## config.mk

```make
export PLATFORM = sky130hd
export DESIGN_NAME = onehotclk_multi_enable
export DESIGN_NICKNAME = d
export VERILOG_FILES = /design/src/rtl/onehotclk_pkg.sv /design/src/rtl/onehotclk_sync2.sv /design/src/rtl/onehotclk_multi_enable.sv
export SDC_FILE = /design/constraint.sdc
export NUM_CORES = 1
export LEC_CHECK = 0
export ABC_CLOCK_PERIOD_IN_PS = 1700
export CAP_MARGIN = 10
export CORE_MARGIN = 2
export CORE_UTILIZATION = 25
export DETAILED_ROUTE_END_ITERATION = 7
export GPL_ROUTABILITY_DRIVEN = 0
export PLACE_DENSITY = 0.45
export REMOVE_ABC_BUFFERS = 1
export SLEW_MARGIN = 0
export SYNTH_ARGS = -nofsm -noshare
export SYNTH_HDL_FRONTEND = slang
export SYNTH_HIERARCHICAL = 1
export SYNTH_SLANG_ARGS = --single-unit
```

## constraint.sdc

```tcl
create_clock -name nvdla_core_clk -period 1.7 [get_ports nvdla_core_clk]
set_input_delay 0.34 -clock nvdla_core_clk [delete_from_list [all_inputs] [get_ports nvdla_core_clk]]
set_output_delay 0.34 -clock nvdla_core_clk [all_outputs]
set_load 0.1 [all_outputs]
```

## src/rtl/onehotclk_pkg.sv

```systemverilog
// Shared definitions for the one-hot clock-gate enable controller.
//   ohc_state_e : controller mode encoding
//   *_MIN/*_MAX : legal ranges for NUM_CH and SETTLE_CYC
//   CNT_W       : width of the settle counter (holds up to SETTLE_MAX-1)
//   sel_width() : channel-select width, never narrower than one bit
package onehotclk_pkg;

    localparam int NUM_CH_MIN = 2;
    localparam int NUM_CH_MAX = 16;
    localparam int SETTLE_MIN = 1;
    localparam int SETTLE_MAX = 255;
    localparam int CNT_W      = 8;

    typedef enum logic [1:0] {
        ST_FUNC   = 2'd0,
        ST_DRAIN  = 2'd1,
        ST_TEST   = 2'd2,
        ST_RESUME = 2'd3
    } ohc_state_e;

    function automatic int sel_width(input int n);
        return (n <= 2) ? 1 : $clog2(n);
    endfunction

endpackage

```

## src/rtl/onehotclk_sync2.sv

```systemverilog
// Two-flop synchronizer for the asynchronous test-mode request.
//   nvdla_core_clk  : destination clock
//   nvdla_core_rstn : asynchronous active-low reset, both stages clear to 0
//   d               : asynchronous input
//   q               : synchronized output (second stage)
module onehotclk_sync2 (
    input  logic nvdla_core_clk,
    input  logic nvdla_core_rstn,
    input  logic d,
    output logic q
);

    logic meta_q;

    always_ff @(posedge nvdla_core_clk or negedge nvdla_core_rstn) begin
        if (!nvdla_core_rstn) begin
            meta_q <= 1'b0;
            q      <= 1'b0;
        end else begin
            meta_q <= d;
            q      <= meta_q;
        end
    end

endmodule

```

## src/rtl/onehotclk_multi_enable.sv

```systemverilog
// Clock-gate enable controller with a one-hot DFT test mode.
// In functional mode the gates follow func_en; in test mode only the channel
// selected by the one-hot token may be enabled. Every mode change passes
// through an all-off window of SETTLE_CYC cycles.
//   nvdla_core_clk  : clock
//   nvdla_core_rstn : asynchronous active-low reset
//   one_hot_enable  : test-mode request (asynchronous)
//   tp_advance      : rotate token left by one (TEST only)
//   tp_sel_load     : load token from tp_sel (TEST only)
//   tp_sel          : channel index for tp_sel_load
//   func_en         : per-channel functional enables
//   enable_out      : registered clock-gate enables
//   token           : current one-hot test token
//   mode_busy       : high while draining or resuming
//   sel_err         : sticky, set by an out-of-range tp_sel_load
//
// state     | meaning
// ST_FUNC   | functional mode, enable_out follows func_en
// ST_DRAIN  | all gates off, counting down before entering test mode
// ST_TEST   | test mode, enable_out = token & func_en
// ST_RESUME | all gates off, counting down before returning to functional
module onehotclk_multi_enable
    import onehotclk_pkg::*;
#(
    parameter  int NUM_CH     = 4,
    parameter  int SETTLE_CYC = 4,
    localparam int SEL_W      = sel_width(NUM_CH)
) (
    input  logic              nvdla_core_clk,
    input  logic              nvdla_core_rstn,
    input  logic              one_hot_enable,
    input  logic              tp_advance,
    input  logic              tp_sel_load,
    input  logic [SEL_W-1:0]  tp_sel,
    input  logic [NUM_CH-1:0] func_en,
    output logic [NUM_CH-1:0] enable_out,
    output logic [NUM_CH-1:0] token,
    output logic              mode_busy,
    output logic              sel_err
);

    localparam logic [CNT_W-1:0]  SETTLE_LOAD = CNT_W'(SETTLE_CYC - 1);
    localparam logic [SEL_W:0]    NUM_CH_W    = (SEL_W + 1)'(NUM_CH);
    localparam logic [NUM_CH-1:0] TOKEN_BIT0  = NUM_CH'(1);

    logic              ohe_s;
    ohc_state_e        state_q, state_d;
    logic [CNT_W-1:0]  cnt_q, cnt_d;
    logic [NUM_CH-1:0] token_q, token_d;
    logic [NUM_CH-1:0] en_q, en_d;
    logic              sel_err_q, sel_err_d;
    logic              sel_oor;

    onehotclk_sync2 u_sync (
        .nvdla_core_clk  (nvdla_core_clk),
        .nvdla_core_rstn (nvdla_core_rstn),
        .d               (one_hot_enable),
        .q               (ohe_s)
    );

    // Widened by one bit so the compare holds even when NUM_CH is a power of two.
    assign sel_oor = ({1'b0, tp_sel} >= NUM_CH_W);

    always_comb begin
        state_d   = state_q;
        cnt_d     = cnt_q;
        token_d   = token_q;
        en_d      = '0;
        sel_err_d = sel_err_q | (tp_sel_load & sel_oor);

        case (state_q)
            ST_FUNC: begin
                en_d = func_en;
                if (ohe_s) begin
                    state_d = ST_DRAIN;
                    cnt_d   = SETTLE_LOAD;
                    token_d = TOKEN_BIT0;
                end
            end
            ST_DRAIN: begin
                // A withdrawn request aborts the drain before it can reach TEST.
                if (!ohe_s) begin
                    state_d = ST_RESUME;
                    cnt_d   = SETTLE_LOAD;
                end else if (cnt_q == '0) begin
                    state_d = ST_TEST;
                end else begin
                    cnt_d = cnt_q - 1'b1;
                end
            end
            ST_TEST: begin
                en_d = token_q & func_en;
                // A load, even a rejected one, swallows a same-cycle advance.
                if (tp_sel_load) begin
                    if (!sel_oor) begin
                        token_d = TOKEN_BIT0 << tp_sel;
                    end
                end else if (tp_advance) begin
                    token_d = {token_q[NUM_CH-2:0], token_q[NUM_CH-1]};
                end
                if (!ohe_s) begin
                    state_d = ST_RESUME;
                    cnt_d   = SETTLE_LOAD;
                end
            end
            ST_RESUME: begin
                if (ohe_s) begin
                    state_d = ST_DRAIN;
                    cnt_d   = SETTLE_LOAD;
                    token_d = TOKEN_BIT0;
                end else if (cnt_q == '0) begin
                    state_d = ST_FUNC;
                end else begin
                    cnt_d = cnt_q - 1'b1;
                end
            end
            default: begin
                state_d = ST_FUNC;
                cnt_d   = '0;
                token_d = TOKEN_BIT0;
            end
        endcase
    end

    always_ff @(posedge nvdla_core_clk or negedge nvdla_core_rstn) begin
        if (!nvdla_core_rstn) begin
            state_q   <= ST_FUNC;
            cnt_q     <= '0;
            token_q   <= TOKEN_BIT0;
            en_q      <= '0;
            sel_err_q <= 1'b0;
        end else begin
            state_q   <= state_d;
            cnt_q     <= cnt_d;
            token_q   <= token_d;
            en_q      <= en_d;
            sel_err_q <= sel_err_d;
        end
    end

    assign enable_out = en_q;
    assign token      = token_q;
    assign mode_busy  = (state_q == ST_DRAIN) || (state_q == ST_RESUME);
    assign sel_err    = sel_err_q;

endmodule

```

==> metrics.md, run 1 <==
| Metric | Value |
|---|---|
| Critical Setup Path Class | flip-flop to flip-flop |
| Pleak | 0.764 nW |
| Worst Max-Slew Pin Slew | 0.516 ns |
| First-pass detailed-route iteration total | 4 |
| Num rows | 24 |
| Clock tree from TritonCTS | built |
| Inst Count DP | 188 |
| Post-route core utilization | 0.404 |
| Fraction of the yosys area taken by sequential cells | 0.446 |
| Design internal power | 1.84 mW |
| Final Cell Area | 1760 um2 |
| Average cell area after synthesis | 10.7 um2 |
| Crit path arrival time | 1.86 ns |
| Most used flip-flop cell after synthesis | sky130_fd_sc_hd__dfrtp_1 |
| Req. time, crit path | 1.84 ns |
| Worst Reg2Reg Path Length in Cells | 8 |
| Cell breakdown of the critical path | buf_6 > ha_4 > mux2i_1 > buf_4 > a211oi_4 > buf_6 > a21o_2 > a22o_2 |
| Clock Tree Buf Depth | 2 |
| Core Area | 4350 um2 |
| Remaining global-route overflow | 0 |
| Overall global routing resource usage | 0.113 |
| Part of the total power dissipated in the clock network | 0.093 |
| Initial Utilization | 0.259 |
| Tightest slew margin relative to the limit | 0.647 |
| Number of nets with antenna violations after routing | 0 |
| Total negative slack for setup checks | -0.0388 ns |
| Total CTS buffers | 3 |
| Outcome | finished with violations |
| Vias per std cell | 4.68 |
| Clock slew at the register clock pins of the worst setup and hold paths | 0.08 ns |
| Max incr delay on CP | 0.45 ns |
| Worst hold slack across all endpoints | 0.353 ns |
| Maximum number of pins on one net before global-route repair | 21 |
| Net Sw Frac | 0.475 |
| Fraction of power consumed by combinational cells | 0.691 |
| Worst Setup Slack, final | -0.0195 ns |
| Average wire per cell in the routed design | 13.6 um |
| Reported net switching power | 1.66 mW |
| Post-synthesis instance total | 105 |
| Final setup fails | 2 |
| Commonest cells after routing, fill and taps aside | sky130_fd_sc_hd__buf_4, sky130_fd_sc_hd__dfrtp_1, sky130_fd_sc_hd__clkdlybuf4s50_1, sky130_fd_sc_hd__nor2_1, sky130_fd_sc_hd__buf_12 |
| Final Hold Viols | 0 |
| Synthesized area | 1130 um2 |
| Vias after detailed routing | 932 |
| Reg-to-reg slack, setup | -0.02 ns |
| Layout Area Growth over Synthesis | 56.2% |
| Count of antenna diodes in the layout | 0 |
| Number of design-rule violations left by the first detailed-router iteration | 45 |
| RSZ-0062 raised after global routing | true |
| Worst path buffer plus inverter count | 3 |
| Number of flops mapped to enable cells by yosys | 0 |
| Cells taking the most area after synthesis | sky130_fd_sc_hd__dfrtp_1, sky130_fd_sc_hd__ha_1, sky130_fd_sc_hd__mux2i_1 |
| Register bit count reported by yosys | 20 |
| Area of the die | 5060 um2 |
| Count of pins on the block boundary | 21 |
| Fraction of post-synthesis cell area in the top cell type by area | 0.422 |
| Yosys Warn Count | 6 |
| Logic depth of the worst setup path including buffers | 8 |
| Worst min path class | flip-flop to flip-flop |
| PnR Total Power | 3.50 mW |
| Via count of the first global-routing pass | 994 |
| Power density cells | 1990 nW/um2 |
| Number of distinct library cells after synthesis | 39 |
| Sequential cell fraction of total power | 0.216 |
| Minimum clock period | 1.72 ns |
| Antenna violations before repair | 0 |
| Count of unresolved DRC violations after routing | 0 |
| Most frequent standard cell in the layout excluding fill and tap cells | sky130_fd_sc_hd__buf_4 |
| IO buf count | 19 |
| Final critical-path share of the clock period | 1.01 |
| Clk sinks | 20 |
| Async set-reset flop share out of synthesis | 1.00 |
| Detailed Route WL | 2700 um |
| Fraction of final layout cells with drive strength greater than 1 | 0.401 |
| Category of the worst setup path launch point | flip-flop |
| Kind of cell adding the most delay to the critical path | flip-flops |
| Worst-case setup slack after placement | -0.0458 ns |
| Layout Skew | 0.00741 ns |
| Worst ir drop on vdd | 1.13 mV |
| Cell repeated most along the worst path | sky130_fd_sc_hd__buf_6 |
| Vertical die dimension | 71.1 um |
| Maximum fanout along the worst path | 6 |
| Instance area at placement | 1560 um2 |
| Buffer type at the clock tree root | sky130_fd_sc_hd__clkbuf_8 |
| Slowest cell on the critical path | sky130_fd_sc_hd__dfrtp_2 |
| Total number of H-tree levels | 1 |
| Violations in the final reports | setup timing |
| Final standard cell count with taps included and fillers excluded | 199 |
| Maximum clock frequency | 582 MHz |
| Number of filler cells placed in the layout | 419 |
| Fin. max-slew vios | 0 |
| Sort of element at the end of the critical path | flip-flop |
| Biggest area consumer among synthesized cells | sky130_fd_sc_hd__dfrtp_1 |
| Die X-Extent | 71.1 um |
| First-pass GRT wire length | 4530 um |
| Hold path cells | 0 |
| Max-Cap Viols | 0 |
| Worst skew pair latency | 0.26 ns |
| Number of nets in the layout | 165 |
| HPWL after DPL | 1940 um |
[path summary, 6_finish.rpt]
kind,endpoint,startpoint
max,cnt_q[6]$_DFFE_PN0P_,state_q[1]$_DFFE_PN0P_
min,u_sync/q$_DFF_PN0_,u_sync/meta_q$_DFF_PN0_
max reg2reg,cnt_q[6]$_DFFE_PN0P_,state_q[1]$_DFFE_PN0P_
min reg2reg,u_sync/q$_DFF_PN0_,u_sync/meta_q$_DFF_PN0_
max in group asynchronous,token[0]$_DFFE_PN1P_,nvdla_core_rstn
min in group asynchronous,cnt_q[4]$_DFFE_PN0P_,nvdla_core_rstn
[cells by family after synthesis]
logic type	share of synthesized area
AO/OA/AOI/OAI	0.193
XOR/XNOR	0.00778
adder cells (fa/ha/maj)	0.0667
buffers and inverters	0.0444
flip-flops	0.446
multiplexers	0.0767
other	0.00333
AND/OR/NAND/NOR	0.162
[routing by layer]
layer / routed length [um] / global-route usage / vias up
li1: - / - / 464
met1: 1210 / 0.146 / 446
met2: 1380 / 0.193 / 20
met3: 92 / 0.0199 / 2
met4: 12 / 0.0335 / 0
met5: 0 / 0 / -
[registers in the layout, indices dropped and copies added (netlist names)]
name,cells
enable_out,4
u_sync/q,1
state_q,2
u_sync/meta_q,1
token,4
cnt_q,8
[worst register-to-register path, cell delays in order (launching register included)]
cell and delay, ns:
sky130_fd_sc_hd__dfrtp_2 0.45, sky130_fd_sc_hd__buf_6 0.13, sky130_fd_sc_hd__ha_4 0.17, sky130_fd_sc_hd__mux2i_1 0.13, sky130_fd_sc_hd__buf_4 0.15, sky130_fd_sc_hd__a211oi_4 0.05
sky130_fd_sc_hd__buf_6 0.16, sky130_fd_sc_hd__a21o_2 0.18, sky130_fd_sc_hd__a22o_2 0.20
[area by class of cell]
cell class | instances | area [um2] | area share
Sequential cell | 20 | 504 | 0.287
Clock buffer | 4 | 45.0 | 0.0256
Multi-Input combinational cell | 75 | 658 | 0.374
Timing Repair Buffer | 41 | 460 | 0.262
Tap cell | 52 | 65.1 | 0.0370
Inverter | 7 | 26.3 | 0.0149
[cell usage after synthesis, types with 2 or more instances]
| cell type | count |
|---|---|
| sky130_fd_sc_hd__nor2_1 | 10 |
| sky130_fd_sc_hd__inv_1 | 7 |
| sky130_fd_sc_hd__dfrtp_1 | 19 |
| sky130_fd_sc_hd__ha_1 | 6 |
| sky130_fd_sc_hd__nand3b_1 | 2 |
| sky130_fd_sc_hd__o2bb2ai_1 | 2 |
| sky130_fd_sc_hd__a21oi_1 | 7 |
| sky130_fd_sc_hd__nand2_1 | 4 |
| sky130_fd_sc_hd__a32oi_1 | 2 |
| sky130_fd_sc_hd__mux2i_1 | 6 |
| sky130_fd_sc_hd__o21ai_0 | 6 |
| sky130_fd_sc_hd__a31oi_1 | 3 |
| sky130_fd_sc_hd__nor2b_1 | 4 |
| sky130_fd_sc_hd__a32o_1 | 2 |
[power groups by stage]
| stage | sequential (mW) | clock (mW) | combinational (mW) |
|---|---|---|---|
| floorplan | 1.17 | 0 | 0.828 |
| global placement | 0.745 | 0 | 2.04 |
| detailed placement | 0.745 | 0 | 2.07 |
| CTS | 0.743 | 0.338 | 2.19 |
| global route | 0.777 | 0.353 | 2.58 |
| finish | 0.756 | 0.325 | 2.42 |
[repair_timing]
| item | in CTS | in global routing |
|---|---|---|
| hold buffers | 0 | 0 |
| setup buffers | 5 | 3 |
| endpoints found under the setup margin | 4 | 11 |
| gates resized for setup | 6 | 19 |
| pin swaps | 2 | 2 |
(Power assumes the default switching activity.)
==> run 2: changes to the inputs <==
--- a/config.mk
+++ b/config.mk
@@ -8,10 +8,10 @@
 export ABC_CLOCK_PERIOD_IN_PS = 1700
 export CAP_MARGIN = 10
 export CORE_MARGIN = 2
-export CORE_UTILIZATION = 25
+export CORE_UTILIZATION = 46
 export DETAILED_ROUTE_END_ITERATION = 7
 export GPL_ROUTABILITY_DRIVEN = 0
-export PLACE_DENSITY = 0.45
+export PLACE_DENSITY = 0.74
 export REMOVE_ABC_BUFFERS = 1
 export SLEW_MARGIN = 0
 export SYNTH_ARGS = -nofsm -noshare
==> run 2 against run 1 <==
Against the previous run: highest routed layer is now met3; combinational power hardly changed; die area is 43% lower; critical endpoint is now mode_busy; sequential power hardly changed; sequential cell count stayed put; cell count is 13% lower; register-to-register slack hardly changed; wire length is 2.7% lower; hold slack better by 0.013 ns; largest cell class unchanged; worst setup slack worse by 0.034 ns; largest power group unchanged; global-route usage is 7.7 points higher; the flow still finishes with violations (setup timing).
==> metrics.md, run 2 (synthesis results as in run 1) <==
| Metric | Value |
|---|---|
| Outcome | finished with violations |
| Violations in the final reports | setup timing |
| Detailed Route WL | 2630 um (-2.7%) |
| Req. time, crit path | 1.36 ns (-0.48 ns) |
| Maximum fanout along the worst path | 5 (-1) |
| Antenna violations before repair | 0 (unchanged) |
| First-pass detailed-route iteration total | 6 (+2) |
| Worst skew pair latency | 0.29 ns (+0.03 ns) |
| Overall global routing resource usage | 0.190 (+0.0768) |
| Cell breakdown of the critical path | buf_6 > ha_4 > nor2_4 > inv_2 > buf_12 |
| Maximum number of pins on one net before global-route repair | 21 (unchanged) |
| HPWL after DPL | 1790 um (-8.0%) |
| Post-route core utilization | 0.752 (+0.348) |
| Crit path arrival time | 1.41 ns (-0.45 ns) |
| Worst min path class | input pin to async pin |
| Remaining global-route overflow | 0 (unchanged) |
| Final critical-path share of the clock period | 1.03 (+0.0197) |
| Pleak | 0.740 nW (-3.1%) |
| Vias per std cell | 5.42 (+16%) |
| Number of nets with antenna violations after routing | 0 (unchanged) |
| Count of antenna diodes in the layout | 0 (unchanged) |
| Vias after detailed routing | 937 (+0.54%) |
| PnR Total Power | 3.41 mW (-2.5%) |
| Category of the worst setup path launch point | flip-flop |
| RSZ-0062 raised after global routing | true |
| Count of unresolved DRC violations after routing | 0 (unchanged) |
| Initial Utilization | 0.499 (+0.241) |
| Clock slew at the register clock pins of the worst setup and hold paths | 0.11 ns (+0.03 ns) |
| Total number of H-tree levels | 1 (unchanged) |
| Number of nets in the layout | 163 (-1.2%) |
| Num rows | 17 (-29%) |
| Slowest cell on the critical path | sky130_fd_sc_hd__dfrtp_2 |
| Most frequent standard cell in the layout excluding fill and tap cells | sky130_fd_sc_hd__dfrtp_1 |
| Die X-Extent | 53.5 um (-25%) |
| Count of hold-fix buffers inserted at cts | 0 (unchanged) |
| Maximum clock frequency | 570 MHz (-1.9%) |
| Layout Area Growth over Synthesis | 50.7% |
| Area of the die | 2860 um2 (-43%) |
| Final setup fails | 2 (unchanged) |
| Total CTS buffers | 3 (unchanged) |
| Minimum clock period | 1.75 ns (+0.0335 ns) |
| Top register by number of flip-flops | cnt_q |
| Max incr delay on CP | 0.46 ns (about the same) |
| Sort of element at the end of the critical path | primary output |
| Fraction of final layout cells with drive strength greater than 1 | 0.400 (-0.00136) |
| IO buf count | 19 (unchanged) |
| Number of design-rule violations left by the first detailed-router iteration | 12 (-73%) |
| First-pass GRT wire length | 3860 um (-15%) |
| Average wire per cell in the routed design | 15.2 um (+12%) |
| Clock Tree Buf Depth | 2 (unchanged) |
| Clock tree from TritonCTS | built |
| Count of pins on the block boundary | 21 (unchanged) |
| Flip-flop count of the largest register, all copies and words added | 8 (unchanged) |
| Via count of the first global-routing pass | 879 (-12%) |
| Total negative slack for setup checks | -0.0793 ns (-0.0405 ns) |
| Buffer type at the clock tree root | sky130_fd_sc_hd__clkbuf_4 |
| Core Area | 2250 um2 (-48%) |
| Final Hold Viols | 0 (unchanged) |
| Worst ir drop on vdd | 1.39 mV (+23%) |
| Layout Skew | 0.00312 ns (-0.00430 ns) |
| Critical Setup Path Class | flip-flop to primary output |
| Fin. max-slew vios | 0 (unchanged) |
| Vertical die dimension | 53.5 um (-25%) |
| Power density cells | 2010 nW/um2 (+1.1%) |
| Worst Setup Slack, final | -0.0530 ns (-0.0335 ns) |
| Commonest cells after routing, fill and taps aside | sky130_fd_sc_hd__dfrtp_1, sky130_fd_sc_hd__buf_4, sky130_fd_sc_hd__clkdlybuf4s50_1, sky130_fd_sc_hd__nor2_1, sky130_fd_sc_hd__buf_12 |
| Max-Cap Viols | 0 (unchanged) |
| Clk sinks | 20 (unchanged) |
## run 2: area by class of cell
type                            instances  area (um2)
Tap cell                               28        35.0
Timing Repair Buffer                   39         449
Fill cell                             150         558
Clock buffer                            4        26.3
Inverter                                7        26.3
Sequential cell                        20         503
Multi-Input combinational cell         75         657
## run 2: stage by stage
stage / hold WS [ns] / worst slack [ns] / cell area [um2] / cells
after floorplan: 0.0444 / -0.0174 / 1100 / 102
after global placement: 0.333 / 0.00175 / 1500 / 160
after detailed placement: 0.348 / -0.0258 / 1500 / 160
after CTS: 0.366 / -0.0281 / 1610 / 169
after global routing: 0.377 / -0.0988 / 1700 / 173
final: 0.366 / -0.0530 / 1700 / 173
## run 2: layer usage
layer | GRT usage | part of all wire | wire length, um
met2 | 0.344 | 0.56 | 1470
met5 | 0 | 0 | 0
met4 | 0.0769 | 0 | 0
met3 | 0.0254 | 0.029 | 76
met1 | 0.221 | 0.41 | 1080
## run 2: power breakdown
group | internal, mW | switching (mW)
clock network | 0.0913 | 0.143
registers | 0.610 | 0.150
logic | 1.05 | 1.37
## run 2: final timing paths
check,cells past startpoint,startpoint,slack [ns],to
min,2,nvdla_core_rstn,0.37,cnt_q[5]$_DFFE_PN0P_
max reg2reg,6,state_q[1]$_DFFE_PN0P_,-0.03,state_q[1]$_DFFE_PN0P_
max in group asynchronous,2,nvdla_core_rstn,1.06,token[0]$_DFFE_PN1P_
max,5,state_q[0]$_DFFE_PN0P_,-0.05,mode_busy
min in group nvdla_core_clk,0,u_sync/meta_q$_DFF_PN0_,0.37,u_sync/q$_DFF_PN0_
min reg2reg,0,u_sync/meta_q$_DFF_PN0_,0.37,u_sync/q$_DFF_PN0_
## run 2: timing repair
item                                    4_1_cts  5_1_grt
pin swaps                                     3        5
endpoints found under the hold margin         0        0
endpoints found under the setup margin        4        8
gates resized for setup                      16       11
setup buffers                                 5        5
## run 2: worst max-delay path, delay by kind of cell (launching register included)
kind / cells / cell delay (ns)
simple gates: 1 / 0.12
fa+ha+maj: 1 / 0.17
buf+inv: 3 / 0.36
flops: 1 / 0.46
==> patch 1: new RTL, settings of run 2 <==
The 4 states of `ohc_state_e` get a one-hot encoding in 4 bits.
--- a/src/rtl/onehotclk_pkg.sv
+++ b/src/rtl/onehotclk_pkg.sv
@@ -12,9 +12,9 @@
     localparam int CNT_W      = 8;
 
-    typedef enum logic [1:0] {
-        ST_FUNC   = 2'd0,
-        ST_DRAIN  = 2'd1,
-        ST_TEST   = 2'd2,
-        ST_RESUME = 2'd3
+    typedef enum logic [3:0] {
+        ST_FUNC   = 4'b0001,
+        ST_DRAIN  = 4'b0010,
+        ST_TEST   = 4'b0100,
+        ST_RESUME = 4'b1000
     } ohc_state_e;
 
Formal check against the unedited RTL: no difference found for any inputs over 10 cycles, from zero or initial values and one cycle with nvdla_core_rstn low; not proved beyond that.
==> patch 1 against run 2 <==
The run ends with DRC, setup timing left; critical path depth grew 1; sequential power shrank 0.8%; sequential share of layout area decreased by 4.3 points; power grew 8.0%; worst setup slack worse by 0.40 ns; die area grew 21%; synthesized cell count up 44%; clock skew hardly changed; register-to-register slack got worse by 0.42 ns; wire length is 76% higher; area after synthesis up 23%; design area grew 29%; cell count grew 36%; sequential cell count up 2; largest cell class unchanged.
==> patch 1: results <==
[outcome]
status = finished, violations left
violations = DRC, setup timing

[placed_design]
hpwl_um = 2950
placed_cell_area_um2 = 1890

[pwr]
power_density_nw_per_um2 = 1680
ir_drop_mv = 0.770
p_leak_nw = 0.963

[critical_path]
max_stage_delay_ns = 0.49
startpoint = cnt_q[0]
endpoint = cnt_q[0]
arrival_ns = 2.34
slowest_stage = or4_4
crit_family = simple AND/OR/NAND/NOR gates

[sta]
setup_slack_ns = -0.448
setup_viol = 16
timing.setup.tns_ns = -3.82
finalClockSkew_ns = 0.00289
holdWs_ns = 0.362

[synthesis]
yosysWarnings = 6
synth-compound-area-share_pct = 25.5
muxShareOfSynthArea_pct = 3.26
synth-seq-area-share_pct = 40.0
synth_area_leaders = dfrtp_1 36%, a21oi_1 5.1%, dfstp_2 3.8%, nor2_1 3.5%, mux2_2 3.3%
synth.distinct_cells = 48
synth_fa_ha_area_share_pct = 0.905
synth_common_cells = 20 x dfrtp_1, 14 x a21oi_1, 13 x nor2_1, 9 x clkbuf_1, 8 x o21ai_0
netlist_instances = 151
synthXorXnorAreaFrac_pct = 0.633

[cts]
numCtsBuffers = 3
cts.clk_slew.worst_paths_ns = 0.13
insertion_delay_ns = 0.31
postCtsSetupBuffers = 9
clock-root-buffer = clkbuf_4
cts_resized = 28

[cells_and_area]
largest_register_ffs = 8
nFillCells = 187
fin_cells = 236
drive_gt1_share_pct = 44.9
fin_nets = 218

[drt]
drc = 1
vias_per_cell = 6.06
wl_per_cell_um = 19.6

[grt]
grt_max_degree = 23
grt_pass1_vias = 1467
grt_pass1_wl_um = 7060
grt_util_all_layers_pct = 27.4
-- patch 1: cell types whose count changed in the layout (fill, tap and decap cells not counted), sizes merged, moves of 3 or more --
cell,run 2,this run
a21oi,7,14
a22o,1,4
buf,29,50
ha,6,1
mux2i,6,0
nand2b,1,6
nand3b,2,6
o21a,0,3
or4,0,3
-- patch 1: layout make-up --
cell class | instances | share of cell area (%)
sequential | 22 | 25.3
timing repair buffer | 60 | 28.4
inverter | 6 | 1.03
clock buffer | 4 | 1.66
tap | 31 | 1.77
multi-input combinational | 113 | 41.8
-- patch 1: power breakdown --
| group | internal, mW | switching, mW | leakage, nW |
|---|---|---|---|
| logic | 1.23 | 1.40 | 0.655 |
| registers | 0.634 | 0.119 | 0.286 |
| clock network | 0.131 | 0.167 | 0.0210 |
-- patch 1: per-layer routing --
metal	routed length, µm	part of all wire, %	GRT usage (%)	vias up
met5	0	0	0	-
met4	179	3.9	14.0	0
met3	207	4.5	2.86	18
met2	2360	51	46.3	52
met1	1870	40	34.4	691
li1	-	-	-	669
==> patch 2: new RTL, settings of run 2 <==
Made on the original files. The package constant `CNT_W` goes from 8 to 9.
--- a/src/rtl/onehotclk_pkg.sv
+++ b/src/rtl/onehotclk_pkg.sv
@@ -10,5 +10,5 @@
     localparam int SETTLE_MIN = 1;
     localparam int SETTLE_MAX = 255;
-    localparam int CNT_W      = 8;
+    localparam int CNT_W      = 9;
 
     typedef enum logic [1:0] {
Formal check against the unedited RTL: same outputs for any inputs over 10 cycles, from zero or initial values and one cycle with nvdla_core_rstn low; that may be too few to reach the edited logic, so the function may still have changed.
==> patch 2 against run 2 <==
The run still ends with setup timing left; power up 3.9%; combinational power up 3%; sequential cell count rose by 1; design area increased by 6.0%; sequential power increased by 5.1%; worst setup slack got worse by 0.052 ns; area after synthesis increased by 4.4%; critical path depth rose by 2; wire length grew 16%; critical path type is now reg2reg; critical endpoint is now cnt_q[6]; largest cell class unchanged.
==> patch 2: results <==
[grt]
grt_pass1_vias = 972
grt_util_met1_pct = 24.7
antenna_found_initial = 0
use_met3_pct = 3.01
grtUsageMet2_pct = 35.1
grt_util_all_layers_pct = 20.9
grt_pass1_wl_um = 4290

[pwr]
comb_power_share_pct = 70.4
power_density_nw_per_um2 = 1970
clk-power_mw = 0.250
p_leak_nw = 0.795
switching_share_pct = 49.7
ir_drop_mv = 1.35

[critical_path]
r2r_cells = 7
slowest_stage = or4b_4
crit_fanout = 3
arrival_ns = 2.03
timing.rr.start = cnt_q[1]
max_stage_delay_ns = 0.49
crit_family = simple AND/OR/NAND/NOR gates

[cells_and_area]
fin_nets = 177
multi_input_area_share_pct = 38.6
final-clk-cell-share_pct = 1.53
largest_register_ffs = 9
num-multi-input-gates = 81
buffers = 45
nFillCells = 159
drive_gt1_share_pct = 42.1
sh_seq_area_pct = 29.3
buf_share_pct = 26.8
area_growth_pct = 53.0

[synthesis]
synth_common_cells = 20 x dfrtp_1, 8 x a21oi_1, 8 x inv_1, 8 x o21ai_0, 7 x nand2_1
synth-compound-area-share_pct = 18.7
synth_area_per_cell_um2 = 10.3
muxShareOfSynthArea_pct = 6.28
synth.distinct_cells = 40
synthXorXnorAreaFrac_pct = 2.23
synth_fa_ha_area_share_pct = 6.38
synth_area_leaders = dfrtp_1 43%, ha_1 6.4%, a21oi_1 3.4%, mux2i_1 3.4%, o21ai_0 3.4%
ys_ff_latch = 21

[sta]
setup_viol = 10
setup_slack_ns = -0.105
holdWs_ns = 0.345
finalClockSkew_ns = 0.00171

[drt]
drt_pre_antenna_iters = 4
wl_met2_um = 1620
wl_met3_um = 75
dr.first_iter.drc_count = 14
routed_wl_um = 3040
dr_total_vias = 1047
top_layer = met4
drt-met1-wl_um = 1240

[outcome]
status = finished, violations left
violations = setup timing

[cts]
insertion_delay_ns = 0.32

[placed_design]
placed_cell_area_um2 = 1600
hpwl_um = 1990
patch 2: worst max-delay path by stage:
stage	slack, ns	startpoint	depth (start not counted)	endpoint
6_report	-0.11	cnt_q[1]	7	cnt_q[6]
5_1_grt	-0.18	state_q[0]	7	state_q[1]
4_1_cts	-0.11	cnt_q[0]	7	cnt_q[0]
3_5_place_dp	-0.15	cnt_q[0]	7	cnt_q[7]
3_3_place_gp	-0.07	cnt_q[0]	5	state_q[1]
2_1_floorplan	-0.15	cnt_q[0]	5	state_q[1]
patch 2: through the flow:
step                      setup TNS, ns  setup WS (ns)  instances
after floorplan                  -0.233         -0.152        110
after global placement           -0.273        -0.0709        177
after detailed placement         -0.833         -0.146        177
after CTS                        -0.623         -0.114        182
after global routing              -1.70         -0.180        189
final                            -0.806         -0.105        189
patch 2: what timing repair did:
action / in CTS / in global routing
gates resized for setup: 10 / 17
endpoints found under the setup margin: 12 / 15
setup buffers: 1 / 7
pin swaps: 5 / 11
